<file path="src/rtl/pipe_stall_ctrl.sv">
// Merges stage stall requests into the shared stall bus and sequences multi-cycle EX ops.
// Combinational stall/flush outputs (zero latency); flush on exception overrides all stalls.
module pipe_stall_ctrl #(
  parameter int MC_CNT_W = 6,
  parameter int PERF_W   = 32
) (
  input  logic                clk,
  input  logic                rst,
  input  logic                stallreq_if,
  input  logic                stallreq_id,
  input  logic                stallreq_ex,
  input  logic                stallreq_mem,
  input  logic                mc_start,
  input  logic [MC_CNT_W-1:0] mc_cycles,
  input  logic                excp_valid,
  input  logic [31:0]         excp_vector,
  output logic [5:0]          stall,
  output logic                flush,
  output logic [31:0]         new_pc,
  output logic                mc_done,
  output logic                mc_busy,
  output logic [PERF_W-1:0]   stall_cycles
);

  localparam logic [0:0] IDLE    = 1'b0;
  localparam logic [0:0] MC_BUSY = 1'b1;
  localparam logic [MC_CNT_W-1:0] CNT_ONE = {{(MC_CNT_W-1){1'b0}}, 1'b1};

  logic [0:0]          state;
  logic [MC_CNT_W-1:0] cnt;
  logic                mc_launch;
  logic                ex_mc;

  assign mc_launch = (state == IDLE) && mc_start && (mc_cycles != '0);
  assign ex_mc     = mc_launch || ((state == MC_BUSY) && (cnt != '0));
  assign mc_busy   = (state == MC_BUSY);

  // Outputs are forced low while reset is asserted, regardless of inputs.
  always_comb begin
    stall   = 6'b000000;
    flush   = 1'b0;
    new_pc  = 32'h0;
    mc_done = 1'b0;
    if (!rst) begin
      if (excp_valid) begin
        flush  = 1'b1;
        new_pc = excp_vector;
      end else if (stallreq_mem) begin
        stall = 6'b011111;
      end else if (stallreq_ex || ex_mc) begin
        stall = 6'b001111;
      end else if (stallreq_id) begin
        stall = 6'b000111;
      end else if (stallreq_if) begin
        stall = 6'b000011;
      end
      mc_done = (state == MC_BUSY) && (cnt == '0) && !stallreq_mem && !excp_valid;
    end
  end

  always_ff @(posedge clk or posedge rst) begin
    if (rst) begin
      state <= IDLE;
      cnt   <= '0;
    end else if (excp_valid) begin
      state <= IDLE;
      cnt   <= '0;
    end else begin
      case (state)
        IDLE: begin
          if (mc_launch) begin
            cnt   <= mc_cycles - CNT_ONE;
            state <= MC_BUSY;
          end
        end
        default: begin
          // A MEM stall freezes the op: neither the countdown nor completion advances.
          if (cnt != '0) begin
            if (!stallreq_mem) cnt <= cnt - CNT_ONE;
          end else if (!stallreq_mem) begin
            state <= IDLE;
          end
        end
      endcase
    end
  end

  always_ff @(posedge clk or posedge rst) begin
    if (rst) begin
      stall_cycles <= '0;
    end else if (stall[0] && (stall_cycles != {PERF_W{1'b1}})) begin
      stall_cycles <= stall_cycles + 1'b1;
    end
  end

endmodule

</file>
<file path="config.mk">
export PLATFORM = sky130hd
export DESIGN_NAME = pipe_stall_ctrl
export DESIGN_NICKNAME = d
export VERILOG_FILES = /design/src/rtl/pipe_stall_ctrl.sv
export SDC_FILE = /design/constraint.sdc
export NUM_CORES = 1
export LEC_CHECK = 0
export CAP_MARGIN = 20
export CORE_AREA = 8 8 85 87
export DETAILED_ROUTE_END_ITERATION = 12
export DIE_AREA = 0 0 93 95
export PLACE_DENSITY = 0.83
export SETUP_SLACK_MARGIN = 0.15
export SYNTH_ARGS = -nofsm -noshare
export SYNTH_HDL_FRONTEND = slang
export SYNTH_SLANG_ARGS = --single-unit
</file>
<file path="constraint.sdc">
create_clock -name clk -period 7.5 [get_ports clk]
set_input_delay 2.25 -clock clk [delete_from_list [all_inputs] [get_ports clk]]
set_output_delay 2.25 -clock clk [all_outputs]
set_load 0.01 [all_outputs]
</file>
==> results.rst <==
.. list-table::
   :header-rows: 1

   * - Metric
     - Value
   * - Synthesis-stage register bit count
     - 39
   * - Most common cell after layout, fill and taps aside
     - sky130_fd_sc_hd__clkdlybuf4s50_1
   * - Number of enable flip-flop cells after synthesis
     - 0
   * - Number of global-route vias before repair
     - 2422
   * - Count of input and output buffers
     - 117
   * - Slowest stage cell on the critical path
     - sky130_fd_sc_hd__clkdlybuf4s50_1
   * - Async set-or-reset flop fraction in the synthesized netlist
     - 100.0%
   * - Floorplan die area
     - 8835 µm²
   * - Initial Utilization
     - 42.84%
   * - Most numerous cell on the critical path
     - sky130_fd_sc_hd__clkdlybuf4s50_1
   * - Relative max-transition margin
     - 54.39%
   * - CORE AREA
     - 5816 µm²
   * - Final std cell area, no fill
     - 3800 µm²
   * - Fraction of synthesized cell area taken by the top area cell type
     - 39.18%
   * - First drt pass iteration count
     - 4
   * - Leading cell types in the layout, fill and taps excluded
     - sky130_fd_sc_hd__clkdlybuf4s50_1 (117), sky130_fd_sc_hd__dfrtp_1 (39), sky130_fd_sc_hd__and2_1 (33)
   * - Post CTS Setup Buffer Count
     - 0
   * - Run status
     - complete, no violations
   * - Peak clock frequency supported by timing
     - 150.4 MHz
   * - Final worst path period need
     - 6.648 ns
   * - Setup total negative slack
     - 0 ns
   * - Syn Inst Count
     - 270
   * - IO Count
     - 119
   * - Non-filler instance count after layout
     - 460
   * - Leakage dissipation
     - 1.538 nW
   * - Remaining number of nets flagged by the antenna check after routing
     - 0
   * - Chain of cells forming the critical path
     - clkdlybuf4s50_1 > nor4_1 > nor2_1 > o41ai_4 > inv_2 > clkdlybuf4s50_1
   * - Post-synthesis xor/xnor area fraction
     - 11.25%
   * - Kind of capture point of the worst setup path
     - primary output
   * - Final design utilization
     - 65.34%
   * - Maximum clock skew at final layout
     - 0.003891 ns
   * - Number of fill cells in the layout
     - 497
   * - Endpoints failing setup
     - 0
   * - Worst Setup Path Type
     - in -> out
   * - Critical Path Start
     - mc_cycles[4]
   * - Worst vdd ir
     - 152.8 µV
   * - Maximum number of pins on one net before global-route repair
     - 40
   * - TritonCTS clock tree
     - done
   * - Startpoint of the lowest-slack hold path
     - stall_cycles[12]
   * - Area delta synth->final
     - 52.54%
   * - Worst Tran Pin Value
     - 0.6842 ns
   * - Total global routing overflow
     - 0
   * - Chip Height
     - 95 µm
   * - Number of design rule violations left after detail routing
     - 0
   * - Combinational family with the most area after synthesis
     - simple AND/OR/NAND/NOR gates
   * - Maximum clock insertion buffer count
     - 2
   * - Cell area power density
     - 162.1 nW/µm²
   * - N_diodes
     - 0
   * - Compound-cell area share of the yosys netlist
     - 7.835%
   * - TritonCTS Buffers
     - 5
   * - Std-Cell Rows
     - 28
   * - Setup repair after global routing missed its margin
     - false
   * - Worst Setup Start Kind
     - input pin
   * - Share of final-layout standard cells stronger than drive strength 1
     - 5.974%
   * - Clock transition time at the flip-flop clock pins of the worst setup and hold paths
     - 0.07 ns
   * - Overall fraction of global-route tracks in use
     - 17.68%
   * - First DRT Iteration DRCs
     - 84
   * - Dpl hpwl
     - 6.092 mm
   * - DP Area
     - 3712 µm²
   * - Total instance count after detailed placement
     - 453
   * - Final total power
     - 615.9 µW
   * - Average cell area after synthesis
     - 9.226 µm²
   * - Yosys warning count
     - 0
   * - Hold violation count in the final report
     - 0
   * - Share of synthesized area occupied by flip-flops and latches
     - 39.18%
   * - Peak fanout along the critical path
     - 9
   * - Synthesized net count
     - 318
   * - Count of final max-slew check failures
     - 0
   * - Root buffer selected by CTS
     - sky130_fd_sc_hd__clkbuf_8
   * - Critical register-to-register path startpoint
     - mc_busy
   * - Detailed Route WL
     - 7.851 mm
   * - Post-CTS sizing
     - 0
   * - Worst hold path class
     - reg -> reg
   * - Number of clock sinks
     - 39
   * - Post-synthesis cell type count
     - 47
   * - Post-CTS Hold Fix Bufs
     - 0
   * - Arrival time at the worst endpoint
     - 4.40 ns
   * - Post-Synth Adder-Cell Area
     - 1.005%
   * - Insertion delay to the later sink of the worst-skew pair
     - 0.29 ns
   * - Overall via count from detail_route
     - 2420
   * - CTS H-tree lvls
     - 2
   * - Die width
     - 93 µm
   * - Cell accounting for the most synthesized area
     - sky130_fd_sc_hd__dfrtp_1
   * - Initial antenna violation count
     - 0
   * - Share of cell area taken by muxes after synthesis
     - 2.109%
   * - Max Cap Viol
     - 0
   * - Gp weighted congestion
     - 0.8655
   * - Post-DR wirelength/cell
     - 17.07 µm
   * - # nets final
     - 433
   * - DR vias/cell
     - 5.261
   * - Final worst path period share
     - 88.64%
   * - Worst Path Required
     - 5.25 ns
   * - Synth Area in Simple Gates
     - 34.46%
   * - Top cells by area in the synthesized netlist
     - sky130_fd_sc_hd__dfrtp_1 (39%), sky130_fd_sc_hd__and2_1 (8.3%), sky130_fd_sc_hd__xor2_1 (7.7%)
   * - First-pass GRT wire length
     - 12.70 mm
   * - Main synth FF type
     - sky130_fd_sc_hd__dfrtp_1
   * - Syn Std Cell Area
     - 2491 µm²
   * - Largest incremental delay on the critical path
     - 0.52 ns
cell families (layout without fill, tap and decap cells):
kind of cell,Yosys count,in the layout
muxes,5,5
DFF,39,39
adders and majority gates,2,2
AOI/OAI and AO/OA,28,28
and+or+nand+nor,142,142
xor gates and xnor gates,32,32
buffers and inverters,21,136
other,1,1
metal layers:
metal | vias up | track usage [%] | wire [µm]
li1 | 1184 | - | -
met5 | - | 0 | 0
met1 | 1145 | 21.69 | 3206
met2 | 84 | 29.59 | 4018
met4 | 0 | 4.698 | 63
met3 | 7 | 5.238 | 562
cell usage after synthesis, drive strengths merged, types with 2 or more instances:
master  number
xnor2       10
nand3       16
xor2        22
buf          8
nor3b        3
a31oi        4
o21a         2
dfrtp       39
nor2b        3
nand2       16
and2        33
a21oi        8
nor4        14
nor2        14
clkbuf       4
and3         2
mux2         2
nor3        19
ha           2
nor4b        2
o21ai        7
inv          9
nand4       12
mux2i        3
o31a         2
final timing paths:
kind	to	slack [ns]	depth (start not counted)
worst min-delay path	stall_cycles[12]	0.50	1
min in group asynchronous	stall_cycles[28]	2.50	3
worst max-delay path	stall[1]	0.85	6
worst max register to register	stall_cycles[24]	4.93	6
max in group asynchronous	cnt[1]	4.67	3
worst min register to register	stall_cycles[12]	0.50	1
critical path: cells and delay by family:
family / cells / cell delay (ns)
AND/OR/NAND/NOR: 2 / 0.59
AO/OA/AOI/OAI: 1 / 0.40
buffers and inverters: 3 / 1.15
power breakdown:
| part | internal [mW] | switching, mW |
|---|---|---|
| sequential | 0.235 | 0.0437 |
| clock | 0.0722 | 0.0709 |
| combinational | 0.109 | 0.0849 |
| total | 0.416 | 0.199 |
stage by stage:
stage	setup slack, ns	hold WS (ns)
3_5_place_dp	0.8335	0.4882
3_3_place_gp	0.8777	0.4795
5_1_grt	0.6566	0.5123
4_1_cts	0.8211	0.5022
2_1_floorplan	1.764	0.5213
6_report	0.8523	0.4991
layout make-up:
type / count / area (µm²) / area share (%)
clock buffer: 6 / 82.58 / 2.173
inverter: 9 / 33.78 / 0.8890
tap: 75 / 93.84 / 2.470
sequential: 39 / 975.9 / 25.68
multi-input combinational: 210 / 1415 / 37.24
clock inverter: 1 / 5.005 / 0.1317
timing repair buffer: 120 / 1194 / 31.41
sequential cells by signal, indices dropped and copies added, names as in the netlist:
| name | cells |
|---|---|
| cnt | 6 |
| mc_busy | 1 |
| stall_cycles | 32 |
No activity file was read; power rests on OpenSTA's default activity.
==> RTL change (same settings) <==
The parameter `PERF_W` goes from 32 to 16.
--- a/src/rtl/pipe_stall_ctrl.sv
+++ b/src/rtl/pipe_stall_ctrl.sv
@@ -2,7 +2,7 @@
 // Combinational stall/flush outputs (zero latency); flush on exception overrides all stalls.
 module pipe_stall_ctrl #(
   parameter int MC_CNT_W = 6,
-  parameter int PERF_W   = 32
+  parameter int PERF_W   = 16
 ) (
   input  logic                clk,
   input  logic                rst,
Ports: changed (resized stall_cycles); port bits go from 119 to 103. The function was not compared with the original's and may differ.
==> RTL change against the original RTL <==
  * Via count is 26% lower
  * Critical endpoint unchanged
  * Area after synthesis is 33% lower
  * Critical path type unchanged
  * First-iteration DRC count is 1.2% lower
  * Worst setup slack better by 10 ps
  * Synthesized cell count is 27% lower
  * Maximum frequency is 0.15% higher
  * Final area is 27% lower
  * Routed wire length is 26% lower
  * Sequential cell count is 16 lower
  * Total power is 29% lower
==> RTL change: results (changes against the original RTL) <==
[run_status]
status = complete, no violations

[global_route]
grt_pass1_wl_mm = 8.98  ; -29%
grt_max_degree = 27  ; -33%
met1_usage = 0.151  ; -0.0657
met2_usage = 0.220  ; -0.0763
track_usage = 0.124  ; -0.0524
gr-usage-met3 = 0.0302  ; -0.0222
antenna_found_initial = 0  ; unchanged

[routing]
vias = 1779  ; -26%
drt-initial-drc-count = 83  ; -1.2%
wl_per_cell_um = 15.7  ; -7.8%

[setup_path]
crit_fanout = 15  ; +6
max_stage_delay_ps = 590  ; +70 ps
rrSetupSlack_ps = 5190  ; +260 ps
arrival_ps = 4390  ; about the same
reg2regPathDepth = 5  ; -1
slowest_stage = or4_4
r2r-end = cnt[4]$_DFFE_PP0P_
critPathLaunch = stallreq_mem
path_delay_family = buffers and inverters

[sta]
layout_min_cycle_time_ps = 6640  ; -10.3 ps
hold_slack_ps = 509  ; +10.2 ps
finClkSkew_ps = 2.20  ; -1.69 ps
relSlewSlack = 0.404  ; -0.140

[clock_network]
htree_num_levels = 1  ; -1
numCtsBuffers = 3  ; -2
insertion_delay_ps = 260  ; -30 ps
cts_setup_buffers = 0  ; unchanged

[placement]
pre_cts_slack_ps = 821  ; -12.2 ps
dp_hpwl_mm = 4.83  ; -21%
portBuffers = 101  ; -14%
place.gp.congestion = 0.857  ; -0.94%

[cells_and_area]
largest_reg_flops = 16  ; -50%
fin_nets = 341  ; -21%
drive_gt1_frac = 0.0651  ; +0.00533

[hold_path]
holdCritStartpoint = stall_cycles[10]$_DFFE_PP0P_
hold_depth = 1  ; unchanged
worstHoldEndpoint = stall_cycles[10]$_DFFE_PP0P_

[synth]
yosys-top-cells-area = dfrtp_1 34%, and2_1 12%, xor2_1 7.3%
ys_types = 44  ; -6.4%
syn_nets = 244  ; -23%
synth_common_cells = 33 x and2_1, 23 x dfrtp_1, 14 x nor2_1, 14 x xor2_1, 13 x nand2_1
yosysSeqAreaShare = 0.343  ; -0.0492

[power_and_ir_drop]
p_leak_nw = 1.12  ; -27%
ir_worst_vdd_mv = 0.0783  ; -49%

==> RTL change: changes by cell type in the layout (fill, tap and decap cells not counted), moves of 3 or more <==
cell | before | now
clkdlybuf4s50_1 | 117 | 101
dfrtp_1 | 39 | 23
nand3_1 | 16 | 6
xnor2_1 | 10 | 1
nor4_1 | 11 | 3
xor2_1 | 22 | 14
nor3_1 | 19 | 12
nand4_1 | 10 | 4
inv_1 | 8 | 4
clkbuf_8 | 6 | 3
nand2_1 | 16 | 13
==> RTL change: cells by family (layout without fill, tap and decap cells) <==
kind of cell             Yosys count  in the layout  synth area share
multiplexers                       7              7            0.0454
other                              1              1           0.00223
adder cells (fa/ha/maj)            2              2            0.0149
AND/OR/NAND/NOR                  109            109             0.381
buffers and inverters             16            112            0.0447
XOR/XNOR                          15             15            0.0782
AO/OA/AOI/OAI                     23             23            0.0916
flip-flops                        23             23             0.343
==> RTL change: final cells by class <==
| class | instances | area [sq um] |
|---|---|---|
| Clock buffer | 3 | 41.3 |
| Clock inverter | 1 | 5.00 |
| Fill cell | 589 | 3030 |
| Inverter | 5 | 18.8 |
| Multi-Input combinational cell | 157 | 1030 |
| Sequential cell | 23 | 576 |
| Tap cell | 75 | 93.8 |
| Timing Repair Buffer | 103 | 1030 |
==> RTL change: per-layer routing <==
metal | share of wire | up-vias
met2 | 0.54 | 57
met3 | 0.048 | 4
met4 | 0.0071 | 0
met5 | 0 | -
met1 | 0.41 | 854
li1 | - | 864
==> RTL change: per-stage QoR <==
step	instance area, sq um	cells
6_report	2790	367
5_1_grt	2790	367
4_1_cts	2790	367
3_5_place_dp	2740	363
3_3_place_gp	2740	363
2_1_floorplan	1680	196
==> RTL change: report_power, final <==
group | internal [mW] | switching [mW]
clock network | 0.0371 | 0.0400
logic | 0.103 | 0.0758
registers | 0.147 | 0.0358
